$ cat config.mk
export PLATFORM = sky130hd
export DESIGN_NAME = mem_access_unit_flat
export DESIGN_NICKNAME = d
export VERILOG_FILES = /design/src/rtl/mem_access_unit_if.sv /design/src/rtl/mem_access_unit.sv /design/src/flat_wrapper.sv
export SDC_FILE = /design/constraint.sdc
export NUM_CORES = 1
export LEC_CHECK = 0
export ABC_AREA = 0
export BUFFER_PORTS_ARGS = -buffer_cell sky130_fd_sc_hd__buf_2
export CELL_PAD_IN_SITES_DETAIL_PLACEMENT = 1
export CELL_PAD_IN_SITES_GLOBAL_PLACEMENT = 2
export CORE_AREA = 4 4 102 104
export DETAILED_ROUTE_END_ITERATION = 7
export DIE_AREA = 0 0 106 108
export GPL_TIMING_DRIVEN = 0
export PLACE_DENSITY_LB_ADDON = 0.05
export SYNTH_ARGS = -nofsm -noshare
export SYNTH_HDL_FRONTEND = slang
export SYNTH_SLANG_ARGS = --single-unit
$ cat constraint.sdc
create_clock -name Clk -period 2.3 [get_ports Clk]
set_input_delay 0.115 -clock Clk [delete_from_list [all_inputs] [get_ports Clk]]
set_output_delay 0.115 -clock Clk [all_outputs]
set_load 0.01 [all_outputs]
$ cat src/rtl/mem_access_unit_if.sv
// Datapath and memory-side signals of the SLC-3 memory access stage.
// The datapath/test side holds the master modport; the access unit holds the slave modport.
interface mem_access_unit_if;
  logic [15:0] Bus_in;
  logic        LD_MAR;
  logic        LD_MDR;
  logic        Rd_req;
  logic        Wr_req;
  logic [15:0] Mem_rdata;
  logic        Mem_ready;
  logic [15:0] MAR;
  logic [15:0] MDR;
  logic [15:0] Mem_addr;
  logic [15:0] Mem_wdata;
  logic        Mem_CE;
  logic        Mem_OE;
  logic        Mem_WE;
  logic        Busy;
  logic        Done;
  logic        Err;

  modport master (
    output Bus_in, LD_MAR, LD_MDR, Rd_req, Wr_req, Mem_rdata, Mem_ready,
    input  MAR, MDR, Mem_addr, Mem_wdata, Mem_CE, Mem_OE, Mem_WE, Busy, Done, Err
  );

  modport slave (
    input  Bus_in, LD_MAR, LD_MDR, Rd_req, Wr_req, Mem_rdata, Mem_ready,
    output MAR, MDR, Mem_addr, Mem_wdata, Mem_CE, Mem_OE, Mem_WE, Busy, Done, Err
  );
endinterface

$ cat src/rtl/mem_access_unit.sv
// SLC-3 memory access stage: owns MAR/MDR and runs one read or write at a time
// against a handshake memory, with a minimum wait and a hung-access timeout.
module mem_access_unit #(
  parameter int MIN_WAIT       = 1,
  parameter int TIMEOUT_CYCLES = 15
) (
  input logic             Clk,
  input logic             Reset,
  mem_access_unit_if.slave mau
);
  localparam int CW = $clog2(TIMEOUT_CYCLES + 1);
  localparam logic [CW-1:0] MIN_N = CW'(MIN_WAIT);
  localparam logic [CW-1:0] TO_N  = CW'(TIMEOUT_CYCLES);

  typedef enum logic [1:0] {IDLE, SETUP, WAIT, DONE} state_t;

  state_t        state;
  logic [15:0]   mar, mdr;
  logic [CW-1:0] cnt;
  logic          op_wr;
  logic          ce, oe, we, busy, done, err;
  logic [CW-1:0] n;

  // n is the number of WAIT cycles completed including the current one
  assign n = cnt + 1'b1;

  always_ff @(posedge Clk) begin
    if (Reset) begin
      state <= IDLE;
      mar   <= '0;
      mdr   <= '0;
      cnt   <= '0;
      op_wr <= 1'b0;
      ce    <= 1'b0;
      oe    <= 1'b0;
      we    <= 1'b0;
      busy  <= 1'b0;
      done  <= 1'b0;
      err   <= 1'b0;
    end else begin
      done <= 1'b0;
      case (state)
        IDLE: begin
          if (mau.LD_MAR) mar <= mau.Bus_in;
          if (mau.LD_MDR) mdr <= mau.Bus_in;
          // Read wins a tie; the write request is simply dropped
          if (mau.Rd_req || mau.Wr_req) begin
            state <= SETUP;
            op_wr <= ~mau.Rd_req;
            err   <= 1'b0;
            ce    <= 1'b1;
            oe    <= mau.Rd_req;
            we    <= ~mau.Rd_req;
            busy  <= 1'b1;
          end
        end
        SETUP: begin
          state <= WAIT;
          cnt   <= '0;
        end
        WAIT: begin
          if (mau.Mem_ready && (n >= MIN_N)) begin
            state <= DONE;
            if (!op_wr) mdr <= mau.Mem_rdata;
            ce   <= 1'b0;
            oe   <= 1'b0;
            we   <= 1'b0;
            done <= 1'b1;
          end else if (n == TO_N) begin
            state <= DONE;
            err   <= 1'b1;
            ce    <= 1'b0;
            oe    <= 1'b0;
            we    <= 1'b0;
            done  <= 1'b1;
          end else begin
            cnt <= n;
          end
        end
        DONE: begin
          state <= IDLE;
          busy  <= 1'b0;
        end
        default: state <= IDLE;
      endcase
    end
  end

  assign mau.MAR       = mar;
  assign mau.MDR       = mdr;
  assign mau.Mem_addr  = mar;
  assign mau.Mem_wdata = mdr;
  assign mau.Mem_CE    = ce;
  assign mau.Mem_OE    = oe;
  assign mau.Mem_WE    = we;
  assign mau.Busy      = busy;
  assign mau.Done      = done;
  assign mau.Err       = err;
endmodule
$ cat src/flat_wrapper.sv
// flat-port wrapper written by rule: the top's interface ports become plain ports
module mem_access_unit_flat 
#(
  parameter int MIN_WAIT       = 1,
  parameter int TIMEOUT_CYCLES = 15
)
  (Clk, Reset, mau_Bus_in, mau_LD_MAR, mau_LD_MDR, mau_Rd_req, mau_Wr_req, mau_Mem_rdata, mau_Mem_ready, mau_MAR, mau_MDR, mau_Mem_addr, mau_Mem_wdata, mau_Mem_CE, mau_Mem_OE, mau_Mem_WE, mau_Busy, mau_Done, mau_Err);
  mem_access_unit_if mau_i ();
  input logic Clk;
  input logic Reset;
  input wire logic [$bits(mau_i.Bus_in)-1:0] mau_Bus_in;
  input wire logic [$bits(mau_i.LD_MAR)-1:0] mau_LD_MAR;
  input wire logic [$bits(mau_i.LD_MDR)-1:0] mau_LD_MDR;
  input wire logic [$bits(mau_i.Rd_req)-1:0] mau_Rd_req;
  input wire logic [$bits(mau_i.Wr_req)-1:0] mau_Wr_req;
  input wire logic [$bits(mau_i.Mem_rdata)-1:0] mau_Mem_rdata;
  input wire logic [$bits(mau_i.Mem_ready)-1:0] mau_Mem_ready;
  output wire logic [$bits(mau_i.MAR)-1:0] mau_MAR;
  output wire logic [$bits(mau_i.MDR)-1:0] mau_MDR;
  output wire logic [$bits(mau_i.Mem_addr)-1:0] mau_Mem_addr;
  output wire logic [$bits(mau_i.Mem_wdata)-1:0] mau_Mem_wdata;
  output wire logic [$bits(mau_i.Mem_CE)-1:0] mau_Mem_CE;
  output wire logic [$bits(mau_i.Mem_OE)-1:0] mau_Mem_OE;
  output wire logic [$bits(mau_i.Mem_WE)-1:0] mau_Mem_WE;
  output wire logic [$bits(mau_i.Busy)-1:0] mau_Busy;
  output wire logic [$bits(mau_i.Done)-1:0] mau_Done;
  output wire logic [$bits(mau_i.Err)-1:0] mau_Err;
  assign mau_i.Bus_in = mau_Bus_in;
  assign mau_i.LD_MAR = mau_LD_MAR;
  assign mau_i.LD_MDR = mau_LD_MDR;
  assign mau_i.Rd_req = mau_Rd_req;
  assign mau_i.Wr_req = mau_Wr_req;
  assign mau_i.Mem_rdata = mau_Mem_rdata;
  assign mau_i.Mem_ready = mau_Mem_ready;
  assign mau_MAR = mau_i.MAR;
  assign mau_MDR = mau_i.MDR;
  assign mau_Mem_addr = mau_i.Mem_addr;
  assign mau_Mem_wdata = mau_i.Mem_wdata;
  assign mau_Mem_CE = mau_i.Mem_CE;
  assign mau_Mem_OE = mau_i.Mem_OE;
  assign mau_Mem_WE = mau_i.Mem_WE;
  assign mau_Busy = mau_i.Busy;
  assign mau_Done = mau_i.Done;
  assign mau_Err = mau_i.Err;
  mem_access_unit #(.MIN_WAIT(MIN_WAIT), .TIMEOUT_CYCLES(TIMEOUT_CYCLES)) u_core (.Clk(Clk), .Reset(Reset), .mau(mau_i));
endmodule
==> impl_metrics.env <==
export IMPL_outcome="finished clean"
export IMPL_syn_area_sq_um=2415
export IMPL_cp_data_arrival_time_ns=2.35
export IMPL_cts_made_buffers=5
export IMPL_detail_route_wl_per_cell_um=14.64
export IMPL_cts_sinks=45
export IMPL_crit_fanout=9
export IMPL_die_y_um=108
export IMPL_fin_hold_ws_ns=0.05677
export IMPL_synthArstFlopShare_pct=0
export IMPL_yosysTopAreaCell="dfxtp_1"
export IMPL_grt_antenna_before_repair=0
export IMPL_setup_viol=0
export IMPL_fin_skew_ns=0.006883
export IMPL_grt_pass1_vias=2338
export IMPL_die_area_sq_um=11450
export IMPL_tns_ns=0
export IMPL_drt_total_wl_mm=7.699
export IMPL_cts_root_buffer_cell="clkbuf_8"
export IMPL_hold_viol=0
export IMPL_whs_path_depth=3
export IMPL_coreArea_sq_um=9549
export IMPL_synth_area_leaders="dfxtp_1 (37%), buf_4 (11%), a211oi_2 (7.3%)"
export IMPL_dp_hpwl_mm=6.122
export IMPL_synthDistinctLibCells=39
export IMPL_finalMaxSlewViolations=0
export IMPL_io_buffer_count=107
export IMPL_ys_warn_count=0
export IMPL_clkTransAtPathRegs_ns=0.09
export IMPL_cts_tree="built"
export IMPL_mappedNetlistNets=324
export IMPL_grt_pass1_wl_mm=12.16
export IMPL_syn_avg_cell_area_sq_um=8.686
export IMPL_ant_nets=0
export IMPL_vias=2290
export IMPL_fmax_mhz=460.4
export IMPL_nNetsFinal=438
export IMPL_gp_congestion=0.7348
export IMPL_grt_max_degree=14
export IMPL_fin_crit_sh_pct=94.44
export IMPL_antenna_cells=0
export IMPL_grt_overflow_total=0
export IMPL_p_clk_share_pct=15.1
export IMPL_worstMarginPinSlew_ns=0.8379
export IMPL_drt_iter0_markers=33
export IMPL_num_rows=36
export IMPL_final_util_pct=33.99
export IMPL_post_route_drc_count=0
export IMPL_intPower_mw=2.133
export IMPL_detail_route_first_pass_iterations=4
export IMPL_ctsHtreeMaxLevel=2
export IMPL_fp_dieW_um=106
export IMPL_synth_top_area_share_pct=37.31
export IMPL_crit_type="flop to flop"
export IMPL_vias_per_cell=4.354
export IMPL_synth_seq_cells=45
export IMPL_comb_power_share_pct=54.1
export IMPL_clockBufferDepth=2
export IMPL_clk_latency_ns=0.30
export IMPL_areaGrowthSynthToFinish_pct=34.40
export IMPL_switching_power_mw=1.582
export IMPL_p_sw_share_pct=42.58
export IMPL_ys_seq_area_share_pct=37.31
export IMPL_syn_inst=278
export IMPL_synth_edf_count=0
export IMPL_synth_most_common_cell="dfxtp_1"
export IMPL_nFillCells=1192
export IMPL_cpMaxStageDelayCell="dfxtp_1"
export IMPL_min_period_ns=2.172
export IMPL_r2r_worst_path_cells=8
export IMPL_grt_setup_unrepaired="no"
export IMPL_stdcell_count=526
export IMPL_grt_util_all_layers_pct=13.43
export IMPL_ios=109
export IMPL_seq_power_share_pct=30.8
export IMPL_drive_above_1_share_pct=43.51
export IMPL_crit_path_end_kind="flop"
export IMPL_cp_start_kind="flop"
export IMPL_ys_top_cells_by_count="dfxtp_1 (45), nand2_1 (43), buf_4 (34)"
export IMPL_slowest_delay_ns=0.46
export IMPL_dp_cells=518
export IMPL_leakage_nw=1.502
export IMPL_hold_path_class="input port to flop"
export IMPL_crit_required_ns=2.48
export IMPL_start_util_pct=25.29
export IMPL_synth_flop_cell="dfxtp_1"
export IMPL_ctsHoldBuffers=0
export IMPL_powerDensity_nw_per_um2=1145
export IMPL_ir_drop_mv=0.4344
export IMPL_maxSlewHeadroom_pct=44.14
export IMPL_path_cells="inv_1 > ha_1 > nand3b_1 > o31a_1 > a211oi_4 > buf_12 > mux2i_1 > o41ai_1"
export IMPL_max_cap_viol_count=0
export IMPL_power_total_mw=3.716
[layout by cell type, fill, tap and decap left out, drive strengths merged]
cell type and count:
nand4b 1, or3 2, a21o 1, o31a 1, o22ai 1, mux2i 17, o41ai 1, clkbuf 15
dfxtp 45, clkinv 1, a2111oi 1, a31oi 2, nor3 5, nand3 1, mux2 1, a21boi 1
a32oi 1, a21oi 22, and3b 1, ha 7, a22oi 1, nand3b 2, a211oi 21, nor2 26
o311ai 3, and2 4, inv 8, o21ai 4, nand2 43, buf 148, nand2b 3, a221oi 1
nor4b 1, nor4 1
[flip-flops by register name, summed over array words and instances (netlist names)]
register / flops
u_core.state: 2
u_core.mau.Mem_OE: 1
u_core.mau.Done: 1
u_core.mau.MDR: 16
u_core.cnt: 4
u_core.mau.Mem_CE: 1
u_core.mau.Mem_WE: 1
u_core.mau.MAR: 16
u_core.mau.Busy: 1
u_core.mau.Err: 1
u_core.op_wr: 1
[worst max-delay path: cells and delay by family, from the launching register on]
family	cells	cell delay [ns]
buffers and inverters	2	0.29
muxes	1	0.19
DFF	1	0.46
and+or+nand+nor	1	0.19
AOI/OAI and AO/OA	3	0.71
adders and majority gates	1	0.22
[timing repair]
item	4_1_cts	5_1_grt
endpoints found under the setup margin	0	14
buffers inserted	0	1
gates resized for setup	0	1
[per-layer routing]
layer	routed length (um)	GRT usage [%]
met4	68	3.053
met5	0	0
met1	3577	16.98
met2	3654	23.50
met3	398	2.925
[final cells by class]
class / count / area, sq um / share of cell area (%)
timing repair buffer: 108 / 555.5 / 17.12
multi-input combinational: 176 / 1180 / 36.35
buffer: 48 / 311.5 / 9.599
sequential: 45 / 900.9 / 27.76
tap: 133 / 166.4 / 5.127
clock inverter: 1 / 5.005 / 0.1542
inverter: 8 / 30.03 / 0.9252
clock buffer: 7 / 96.34 / 2.968
[cell families after synthesis]
group	count (synthesis)	share of synthesized area (%)
multiplexers	18	7.513
buffers and inverters	57	14.30
adder cells (fa/ha/maj)	7	3.627
AND/OR/NAND/NOR	90	16.27
flip-flops	45	37.31
AO/OA/AOI/OAI	61	20.99
[per-stage QoR]
stage	instance area (sq um)	worst slack, ns
6_report	3246	0.1280
5_1_grt	3246	0.01087
3_3_place_gp	3117	0.1144
3_5_place_dp	3117	0.1106
4_1_cts	3218	0.08314
2_1_floorplan	2415	0.4544
[worst paths after layout]
kind              slack [ns]          startpoint                  to
hold / removal          0.06      mau_Bus_in[11]  u_core.mau.MAR[11]
hold reg to reg         0.47  u_core.mau.MAR[15]  u_core.mau.MAR[15]
setup / recovery        0.13       u_core.cnt[0]       u_core.cnt[0]
setup reg to reg        0.13       u_core.cnt[0]       u_core.cnt[0]
[power by group through the flow]
| stage | Sequential [mW] | Clock [mW] | Combinational, mW |
|---|---|---|---|
| 2_1_floorplan | 1.22 | 0 | 1.28 |
| 3_5_place_dp | 1.17 | 0 | 2.04 |
| 5_1_grt | 1.18 | 0.616 | 2.26 |
| 6_report | 1.14 | 0.561 | 2.01 |
| 3_3_place_gp | 1.16 | 0 | 2.02 |
| 4_1_cts | 1.15 | 0.585 | 2.05 |
Note: power is estimated with default switching activity, not from simulation.
